## src/rtl/wb_sdram_arb_pkg.sv

```systemverilog
// wb_sdram_arb_pkg: shared state encoding and default sizing for the SDRAM Wishbone arbiter.
package wb_sdram_arb_pkg;
  localparam int DEF_LGOUT    = 5;
  localparam int DEF_MAXBURST = 64;
  typedef enum logic [2:0] {IDLE, OWN_A, OWN_B, DRAIN_A, DRAIN_B} arb_state_t;
endpackage

```

## src/rtl/wb_arb_outstanding.sv

```systemverilog
// wb_arb_outstanding: up/down count of un-acked requests with full/empty flags.
module wb_arb_outstanding
  import wb_sdram_arb_pkg::*;
#(
  parameter int LGOUT = DEF_LGOUT
) (
  input  logic i_clk,
  input  logic i_reset_n,
  input  logic i_clr,
  input  logic i_inc,
  input  logic i_dec,
  output logic o_full,
  output logic o_empty
);
  logic [LGOUT-1:0] r_cnt;
  assign o_full  = &r_cnt;
  assign o_empty = r_cnt == '0;
  always_ff @(posedge i_clk or negedge i_reset_n)
    if (!i_reset_n) r_cnt <= '0;
    else if (i_clr) r_cnt <= '0;
    else if (i_inc && !i_dec && !o_full) r_cnt <= r_cnt + 1'b1;
    else if (i_dec && !i_inc && !o_empty) r_cnt <= r_cnt - 1'b1;
endmodule

```

## src/rtl/wb_sdram_arb.sv

```systemverilog
// wb_sdram_arb: two-master pipelined Wishbone arbiter with round-robin tie-break and
// burst-limit preemption in front of the single SDRAM slave port.
module wb_sdram_arb
  import wb_sdram_arb_pkg::*;
#(
  parameter int AW       = 26,
  parameter int DW       = 32,
  parameter int LGOUT    = DEF_LGOUT,
  parameter int MAXBURST = DEF_MAXBURST,
  parameter int SELW     = DW / 8
) (
  input  logic            i_clk,
  input  logic            i_reset_n,
  input  logic            i_a_cyc,
  input  logic            i_a_stb,
  input  logic            i_a_we,
  input  logic [AW-1:0]   i_a_addr,
  input  logic [DW-1:0]   i_a_data,
  input  logic [SELW-1:0] i_a_sel,
  output logic            o_a_stall,
  output logic            o_a_ack,
  output logic            o_a_err,
  output logic [DW-1:0]   o_a_data,
  input  logic            i_b_cyc,
  input  logic            i_b_stb,
  input  logic            i_b_we,
  input  logic [AW-1:0]   i_b_addr,
  input  logic [DW-1:0]   i_b_data,
  input  logic [SELW-1:0] i_b_sel,
  output logic            o_b_stall,
  output logic            o_b_ack,
  output logic            o_b_err,
  output logic [DW-1:0]   o_b_data,
  output logic            o_wb_cyc,
  output logic            o_wb_stb,
  output logic            o_wb_we,
  output logic [AW-1:0]   o_wb_addr,
  output logic [DW-1:0]   o_wb_data,
  output logic [SELW-1:0] o_wb_sel,
  input  logic            i_wb_stall,
  input  logic            i_wb_ack,
  input  logic            i_wb_err,
  input  logic [DW-1:0]   i_wb_data
);
  localparam int BW = $clog2(MAXBURST + 1);
  localparam logic [BW-1:0] MAXB = BW'(MAXBURST);

  arb_state_t    r_state;
  logic          r_last;
  logic [BW-1:0] r_burst;
  logic w_own_a, w_own_b, w_drain, w_cyc, w_stb, w_other, w_preempt, w_block;
  logic w_acc, w_ack, w_end, w_full, w_empty, w_stall;

  assign w_own_a   = r_state == OWN_A || r_state == DRAIN_A;
  assign w_own_b   = r_state == OWN_B || r_state == DRAIN_B;
  assign w_drain   = r_state == DRAIN_A || r_state == DRAIN_B;
  assign w_cyc     = w_own_a ? i_a_cyc : w_own_b ? i_b_cyc : 1'b0;
  assign w_stb     = w_own_a ? i_a_stb : w_own_b ? i_b_stb : 1'b0;
  assign w_other   = w_own_a ? i_b_cyc : i_a_cyc;
  assign w_preempt = !w_drain && r_burst == MAXB && w_other;
  // Any reason the owner's strobe must not reach the slave this cycle
  assign w_block   = w_drain || w_preempt || w_full || i_wb_err;
  assign w_acc     = o_wb_stb && !i_wb_stall;
  assign w_ack     = i_wb_ack && !w_empty && (w_own_a || w_own_b);
  assign w_end     = (w_own_a || w_own_b) && (!w_cyc || i_wb_err);
  assign w_stall   = i_wb_stall || w_block;

  assign o_wb_cyc  = w_cyc;
  assign o_wb_stb  = w_cyc && w_stb && !w_block;
  assign o_wb_we   = w_own_a ? i_a_we   : w_own_b ? i_b_we   : 1'b0;
  assign o_wb_addr = w_own_a ? i_a_addr : w_own_b ? i_b_addr : '0;
  assign o_wb_data = w_own_a ? i_a_data : w_own_b ? i_b_data : '0;
  assign o_wb_sel  = w_own_a ? i_a_sel  : w_own_b ? i_b_sel  : '0;

  assign o_a_stall = !w_own_a || w_stall;
  assign o_b_stall = !w_own_b || w_stall;
  assign o_a_ack   = w_own_a && w_ack;
  assign o_b_ack   = w_own_b && w_ack;
  assign o_a_err   = w_own_a && i_wb_err;
  assign o_b_err   = w_own_b && i_wb_err;
  assign o_a_data  = i_wb_data;
  assign o_b_data  = i_wb_data;

  wb_arb_outstanding #(.LGOUT(LGOUT)) u_outstanding (
    .i_clk    (i_clk),
    .i_reset_n(i_reset_n),
    .i_clr    (w_end),
    .i_inc    (w_acc),
    .i_dec    (w_ack),
    .o_full   (w_full),
    .o_empty  (w_empty)
  );

  // r_last: 0 = A had the bus last, 1 = B
  always_ff @(posedge i_clk or negedge i_reset_n)
    if (!i_reset_n) begin
      r_state <= IDLE;
      r_last  <= 1'b1;
      r_burst <= '0;
    end else if (w_end) begin
      r_state <= IDLE;
      r_last  <= w_own_b;
      r_burst <= '0;
    end else begin
      case (r_state)
        IDLE: r_state <= (i_a_cyc && (!i_b_cyc || r_last)) ? OWN_A : i_b_cyc ? OWN_B : IDLE;
        OWN_A, OWN_B: begin
          if (w_acc && r_burst != MAXB) r_burst <= r_burst + 1'b1;
          if (w_preempt) r_state <= w_own_a ? DRAIN_A : DRAIN_B;
        end
        DRAIN_A, DRAIN_B: if (w_empty) begin
          r_state <= w_own_a ? OWN_B : OWN_A;
          r_last  <= w_own_b;
          r_burst <= '0;
        end
        default: r_state <= IDLE;
      endcase
    end
endmodule

```

## config.mk

```make
export PLATFORM = sky130hd
export DESIGN_NAME = wb_sdram_arb
export DESIGN_NICKNAME = d
export VERILOG_FILES = /design/src/rtl/wb_sdram_arb_pkg.sv /design/src/rtl/wb_arb_outstanding.sv /design/src/rtl/wb_sdram_arb.sv
export SDC_FILE = /design/constraint.sdc
export NUM_CORES = 1
export LEC_CHECK = 0
export CORE_AREA = 4 4 116 118
export DETAILED_ROUTE_END_ITERATION = 6
export DIE_AREA = 0 0 120 122
export PLACE_DENSITY = 0.74
export SYNTH_ARGS = -nofsm -noshare
export SYNTH_HDL_FRONTEND = slang
export SYNTH_SLANG_ARGS = --single-unit
```

## constraint.sdc

```tcl
create_clock -name i_clk -period 4 [get_ports i_clk]
set_clock_uncertainty 0.1 [all_clocks]
set_input_delay 1.2 -clock i_clk [delete_from_list [all_inputs] [get_ports i_clk]]
set_output_delay 1.2 -clock i_clk [all_outputs]
set_load 0.01 [all_outputs]
```

==> reports/qor_table.md, run 1 <==
| Step | Parameter | This run |
|---|---|---|
| drt | Routed wire per std cell | 16.23 um |
| pwr | Final total power | 2.727 mW |
| synth | Synthesis-stage register bit count | 16 |
| drt | Via-per-instance ratio | 5.231 |
| finish | Number of diodes | 0 |
| worst hold path | Worst min path class | register to register |
| synth | Cell area after technology mapping | 0.003583 mm^2 |
| setup path | End point of the critical path | o_wb_data[17] |
| setup path | Startpoint of the most critical register-to-register path | r_state[0] |
| finish | Final instance area | 0.005610 mm^2 |
| setup path | WS Path Type | primary input to primary output |
| synth | Count of flip-flops with a built-in enable after synthesis | 0 |
| cts | Reg clk slew, reported paths | 0.06 ns |
| timing | Worst-case setup margin in the final layout | 0.03502 ns |
| global routing | Overall global routing resource usage | 16.51% |
| floorplanning | Starting utilization of the core area | 28.75% |
| floorplanning | Die area | 0.01464 mm^2 |
| synth | Syn_nets | 683 |
| setup path | Worst-path maximum fanout | 2 |
| setup path | Critical path launch point type | primary input |
| finish | Top library cells by usage in the layout, fill and taps aside | clkdlybuf4s50_1 (156), nand2_1 (79), inv_1 (67) |
| drt | DR top layer | met4 |
| global routing | Initial antenna violation count | 0 |
| timing | Count of final max-slew check failures | 0 |
| synth | FFs w/ async S/R, synth | 100.0% |
| timing | Final critical path time including I/O delays and setup | 3.965 ns |
| cts | CTS tree | yes |
| timing | Setup repair after global routing missed its margin | false |
| job | Max-cap check violation count | 0 |
| placement | Placed instance area | 0.005424 mm^2 |
| floorplanning | Floorplan row count | 41 |
| timing | Portion of the clock cycle consumed by the worst path in the final layout | 99.12% |
| floorplanning | I/O pin cnt | 302 |
| setup path | Required time of the worst setup path | 2.70 ns |
| pwr | Maximum ir drop on the vdd rail | 0.0002263 V |
| drt | Initial DRC count | 232 |
| cts | H-tree lvl count | 1 |
| setup path | Kind of capture point of the worst setup path | primary output |
| cts | Clock buffer count from CTS | 3 |
| global routing | Global-route wire length before repair | 20440 um |
| finish | Finished Core Util | 45.01% |
| synth | Most common flop cell mapped by yosys | dfrtp_1 |
| placement | Number of I/O port buffers | 205 |
| pwr | LEAKAGE | 2.667 nW |
| pwr | Pwr Density | 486.1 mW/mm^2 |
| cts | CTS Root Buffer Type | clkbuf_16 |
| outcome | Run status | completed |
| drt | Number of optimization iterations in the first detailed-route pass | 4 |
| timing | Timing-limited maximum frequency | 0.2522 GHz |
| setup path | Depth of the most critical reg-to-reg path | 10 |
| floorplanning | Height of the die | 122 um |
| cts | Maximum number of buffers from clock root to sink | 2 |
| setup path | Worst reg2reg path endpoint | u_outstanding.r_cnt[4] |
| global routing | Vias in the first global route | 4069 |
| placement | Detailed Place HPWL | 10160 um |
| global routing | GR Overflow Total | 0 |
| global routing | Largest net degree at the start of global routing | 83 |
| drt | Count of vias placed by the detailed router | 4242 |
| cts | Number of clock sinks seen by CTS | 16 |
| placement | Gpl congestion | 0.8760 |
| drt | WL final | 13160 um |
| finish | Fraction of layout cells with a size suffix above 1 | 9.546% |
| timing | Final hold violation count | 0 |
| setup path | Launch point of the critical path | i_b_data[17] |
| drt | Metal2 WL | 6803 um |
| cts | Clock insertion delay at the later pin of the skew report | 0.25 ns |
| synth | Number of warnings reported in the yosys synthesis log | 0 |
| drt | Antenna viol nets, final | 0 |
| floorplanning | Core ar. | 0.01247 mm^2 |
| synth | Distinct cell type count after synthesis | 61 |
| synth | Share of synthesized area occupied by flip-flops and latches | 11.21% |
| synth | Gate Count Post-Synth | 510 |
| setup path | Critical path data arrival time | 2.66 ns |
| finish | Most common cell after layout, fill and taps aside | clkdlybuf4s50_1 |
| synth | Avg Inst Size Synth | 7.026 um^2 |
| timing | Slew margin rel. | 48.97% |
| finish | Final nets | 813 |
| drt | Count of unresolved DRC violations after routing | 0 |
| setup path | Register-to-register setup slack | 0.55 ns |
| timing | Finish-stage setup viols | 0 |
| floorplanning | Horizontal extent of the die | 120 um |
| placement | Setup slack at placement | -0.5654 ns |
| drt | M1 WL | 5033 um |
| finish | Area added between synthesis and finish | 56.56% |
| drt | Wire length on met3 | 879 um |
| timing | Slew at the pin closest to its max-slew limit | 0.7631 ns |
## cell usage after synthesis (2+ instances only)
cell type	instances	area share, %
a21boi_0	2	0.42
nand2b_1	8	1.4
nand2_1	79	8.3
nand3b_1	2	0.42
nor4_1	3	0.52
buf_6	2	0.63
o32ai_1	63	15
nand3_1	6	0.84
o31ai_1	3	0.63
a21o_1	4	0.84
buf_1	2	0.21
nor2_1	12	1.3
or2_2	2	0.35
o21ai_0	5	0.70
buf_4	65	14
buf_2	2	0.28
a41o_1	2	0.56
a21oi_1	8	1.1
xor2_1	2	0.49
clkbuf_1	39	4.1
inv_1	68	7.1
mux2i_1	4	1.1
or4_1	3	0.63
ha_1	5	1.7
dfrtp_1	15	10
and2_1	3	0.52
o31a_1	63	15
nor3_1	4	0.56
a211oi_1	2	0.42
## kinds of logic after synthesis
family	count (synthesis)	share of synthesized area [%]
compound gates	169	40.40
buf+inv	179	26.05
flops	16	11.21
simple gates	131	17.18
mux	7	2.374
fa+ha+maj	6	2.304
xor+xnor	2	0.4889
## worst min-delay path by stage
stage | cells past startpoint | endpoint | slack (ns) | start
finish | 2 | r_burst[6] | 0.44 | r_burst[6]
global route | 2 | r_burst[6] | 0.48 | r_burst[6]
floorplan | 2 | r_burst[6] | 0.41 | r_burst[6]
CTS | 2 | r_burst[6] | 0.45 | r_burst[6]
global placement | 2 | r_burst[6] | 0.43 | r_burst[6]
detailed placement | 2 | r_burst[6] | 0.44 | r_burst[6]
## power breakdown
part,internal (mW),total [mW],switching (mW),leakage [nW]
logic,1.12,2.23,1.10,2.41
clock network,0.152,0.222,0.0703,0.0442
registers,0.201,0.279,0.0774,0.211
## critical path, cell delays in order
cell	delay (ns)
clkdlybuf4s50_1	0.45
inv_1	0.05
o31a_1	0.22
o32ai_1	0.12
clkdlybuf4s50_1	0.62
## repair_timing
action | 4_1_cts | 5_1_grt
endpoints found under the setup margin | 21 | 32
gates resized for setup | 28 | 32
pin swaps | 3 | 2
hold buffers | 0 | 0
buffers inserted | 3 | 0
endpoints found under the hold margin | 0 | 0
## layer usage
metal	up-vias	global-route usage, %
met5	-	0
met4	0	6.586
met3	39	3.064
met2	167	28.94
met1	1985	19.94
li1	2051	-
## cell type report
| type | count | area [um^2] |
|---|---|---|
| multi-input cells | 315 | 2273 |
| inverters | 69 | 259.0 |
| clock buffers | 4 | 88.84 |
| fillers | 1253 | 6855 |
| well taps | 172 | 215.2 |
| repair buffers | 235 | 2367 |
| flip-flops and latches | 16 | 406.6 |
## stage by stage
step	hold WS, ns	instances	setup TNS, ns
2_1_floorplan	0.4104	510	0
3_3_place_gp	0.4273	804	-2.160
3_5_place_dp	0.4376	804	-2.771
4_1_cts	0.4450	811	0
5_1_grt	0.4849	811	0
6_report	0.4434	811	0
## state kept, by name, summed over array words and instances (netlist names)
name and flops:
r_last 1, r_burst 7, r_state 3, u_outstanding.r_cnt 5
No activity file was read; power rests on OpenSTA's default activity.
==> run 2: changes to the inputs <==
- RECOVER_POWER: not set -> 25
==> run 2 against run 1 <==
Maximum frequency hardly changed. Final cell count stayed put. Sequential share of layout area stayed put. First-iteration DRC count stayed put.
==> reports/qor_table.md, run 2 (synthesized netlist as in run 1, its figures left out) <==
| Step | Parameter | This run | Delta |
|---|---|---|---|
| timing | Worst-case hold slack | 0.4455 ns | was 0.4434 ns |
| finish | Top Registers | r_burst x7, u_outstanding.r_cnt x5, r_state x3 | unchanged |
| cts | CTS tree | yes | unchanged |
| cts | Clock insertion delay at the later pin of the skew report | 0.25 ns | about the same |
| cts | H-tree lvl count | 1 | unchanged |
| setup path | Critical path data arrival time | 2.66 ns | about the same |
| drt | Via-per-instance ratio | 5.228 | was 5.231 |
| global routing | Initial antenna violation count | 0 | unchanged |
| cts | Number of clock sinks seen by CTS | 16 | unchanged |
| cts | Clock buffer count from CTS | 3 | unchanged |
| timing | Final hold violation count | 0 | unchanged |
| pwr | Final total power | 2.727 mW | about the same |
| drt | Routed wire per std cell | 16.19 um | was 16.23 um |
| finish | Final nets | 813 | unchanged |
| timing | Timing-limited maximum frequency | 0.2523 GHz | was 0.2522 GHz |
| floorplanning | Starting utilization of the core area | 28.75% | unchanged |
| floorplanning | Die area | 0.01464 mm^2 | unchanged |
| finish | Area added between synthesis and finish | 56.56% | unchanged |
| cts | Maximum number of buffers from clock root to sink | 2 | unchanged |
| cts | Reg clk slew, reported paths | 0.06 ns | about the same |
| timing | Slew margin rel. | 48.83% | was 48.97% |
| global routing | Largest net degree at the start of global routing | 83 | unchanged |
| pwr | Pwr Density | 486.0 mW/mm^2 | was 486.1 mW/mm^2 |
| outcome | Run status | completed | unchanged |
| finish | Flip-flop count of the largest register, all copies and words added | 7 | unchanged |
| finish | Fraction of layout cells with a size suffix above 1 | 9.546% | unchanged |
| placement | Detailed Place HPWL | 10160 um | unchanged |
| timing | Final critical path time including I/O delays and setup | 3.963 ns | was 3.965 ns |
| finish | Top library cells by usage in the layout, fill and taps aside | clkdlybuf4s50_1 (155), nand2_1 (79), inv_1 (67) | was clkdlybuf4s50_1 (156), nand2_1 (79), inv_1 (67) |
| placement | Gpl congestion | 0.8760 | unchanged |
| finish | Top register by number of flip-flops | r_burst | unchanged |
| timing | Count of final max-slew check failures | 0 | unchanged |
| timing | Finish-stage setup viols | 0 | unchanged |
| setup path | Required time of the worst setup path | 2.70 ns | about the same |
| drt | Initial DRC count | 232 | unchanged |
| global routing | Overall global routing resource usage | 16.51% | unchanged |
| drt | Count of vias placed by the detailed router | 4240 | was 4242 |
| floorplanning | I/O pin cnt | 302 | unchanged |
| floorplanning | Floorplan row count | 41 | unchanged |
| floorplanning | Horizontal extent of the die | 120 um | unchanged |
| finish | Number of diodes | 0 | unchanged |
| drt | Count of unresolved DRC violations after routing | 0 | unchanged |
| worst hold path | Cell depth of the worst min-delay path | 2 | unchanged |
| drt | Number of optimization iterations in the first detailed-route pass | 4 | unchanged |
| timing | Post-route setup TNS | 0 ns | unchanged |
| timing | Portion of the clock cycle consumed by the worst path in the final layout | 99.07% | was 99.12% |
| floorplanning | Core ar. | 0.01247 mm^2 | unchanged |
| timing | Setup repair after global routing missed its margin | false | unchanged |
| drt | WL final | 13130 um | was 13160 um |
| drt | Antenna viol nets, final | 0 | unchanged |
| finish | Most common cell after layout, fill and taps aside | clkdlybuf4s50_1 | unchanged |
| global routing | Global-route wire length before repair | 20440 um | unchanged |
| timing | Slew at the pin closest to its max-slew limit | 0.7650 ns | was 0.7631 ns |
| setup path | Critical path launch point type | primary input | unchanged |
| pwr | Maximum ir drop on the vdd rail | 0.0002262 V | was 0.0002263 V |
| job | Max-cap check violation count | 0 | unchanged |
| setup path | Worst-path maximum fanout | 2 | unchanged |
| setup path | Kind of capture point of the worst setup path | primary output | unchanged |
| cts | CTS Root Buffer Type | clkbuf_16 | unchanged |
| global routing | Vias in the first global route | 4069 | unchanged |
| worst hold path | Worst min path class | register to register | unchanged |
| placement | Number of I/O port buffers | 205 | unchanged |
| setup path | Depth of the most critical reg-to-reg path | 10 | unchanged |
| setup path | WS Path Type | primary input to primary output | unchanged |
| global routing | GR Overflow Total | 0 | unchanged |
| pwr | LEAKAGE | 2.668 nW | was 2.667 nW |
| floorplanning | Height of the die | 122 um | unchanged |
run 2: changes by cell type in the layout (fill, tap and decap cells not counted), sizes merged:
| cell | before | now |
|---|---|---|
| clkdlybuf4s50 | 156 | 155 |
| dlygate4sd3 | 0 | 1 |
run 2: what timing repair did:
item / in CTS / in global routing
pin swaps: 3 / 2
hold buffers: 0 / 0
gates resized for setup: 28 / 32
endpoints found under the setup margin: 21 / 32
buffers inserted: 3 / 0
run 2: metal layers:
metal | up-vias | part of all wire (%) | global-route usage [%]
li1 | 2052 | - | -
met1 | 1991 | 39 | 19.94
met2 | 156 | 52 | 28.94
met3 | 41 | 6.2 | 3.064
met4 | 0 | 3.5 | 6.586
met5 | - | 0 | 0
run 2: worst paths after layout:
path,start,to,slack [ns]
hold / removal,r_burst[6],r_burst[6],0.45
hold reg to reg,r_burst[6],r_burst[6],0.45
min in group asynchronous,i_reset_n,r_burst[6],1.37
setup / recovery,i_b_data[2],o_wb_data[2],0.04
max in group asynchronous,i_reset_n,r_state[0],1.87
setup reg to reg,r_state[0],u_outstanding.r_cnt[4],0.55
run 2: through the flow:
stage               utilization (%)  cells  setup WS (ns)  cell area (um^2)
floorplan                         -    510       0.003261              3583
global placement              43.51    804        -0.5012              5424
detailed placement            43.51    804        -0.5654              5424
CTS                           44.33    811       0.001257              5527
global route                  45.01    811      0.0005351              5610
finish                        45.01    811        0.03715              5610
run 2: power breakdown:
| part | total (mW) | internal [mW] | switching (mW) |
|---|---|---|---|
| Combinational | 2.23 | 1.12 | 1.10 |
| Sequential | 0.278 | 0.201 | 0.0770 |
| Clock | 0.223 | 0.152 | 0.0704 |
| Total | 2.73 | 1.48 | 1.25 |
run 2: final cells by class:
| cell class | count | area [um^2] |
|---|---|---|
| repair buffers | 235 | 2367 |
| clock buffers | 4 | 88.84 |
| well taps | 172 | 215.2 |
| fillers | 1253 | 6855 |
| multi-input cells | 315 | 2273 |
| inverters | 69 | 259.0 |
| flip-flops and latches | 16 | 406.6 |
run 2: critical path, stage by stage:
cell and delay, ns:
clkdlybuf4s50_1 0.45, inv_1 0.05, o31a_1 0.23, o32ai_1 0.14, clkdlybuf4s50_1 0.59
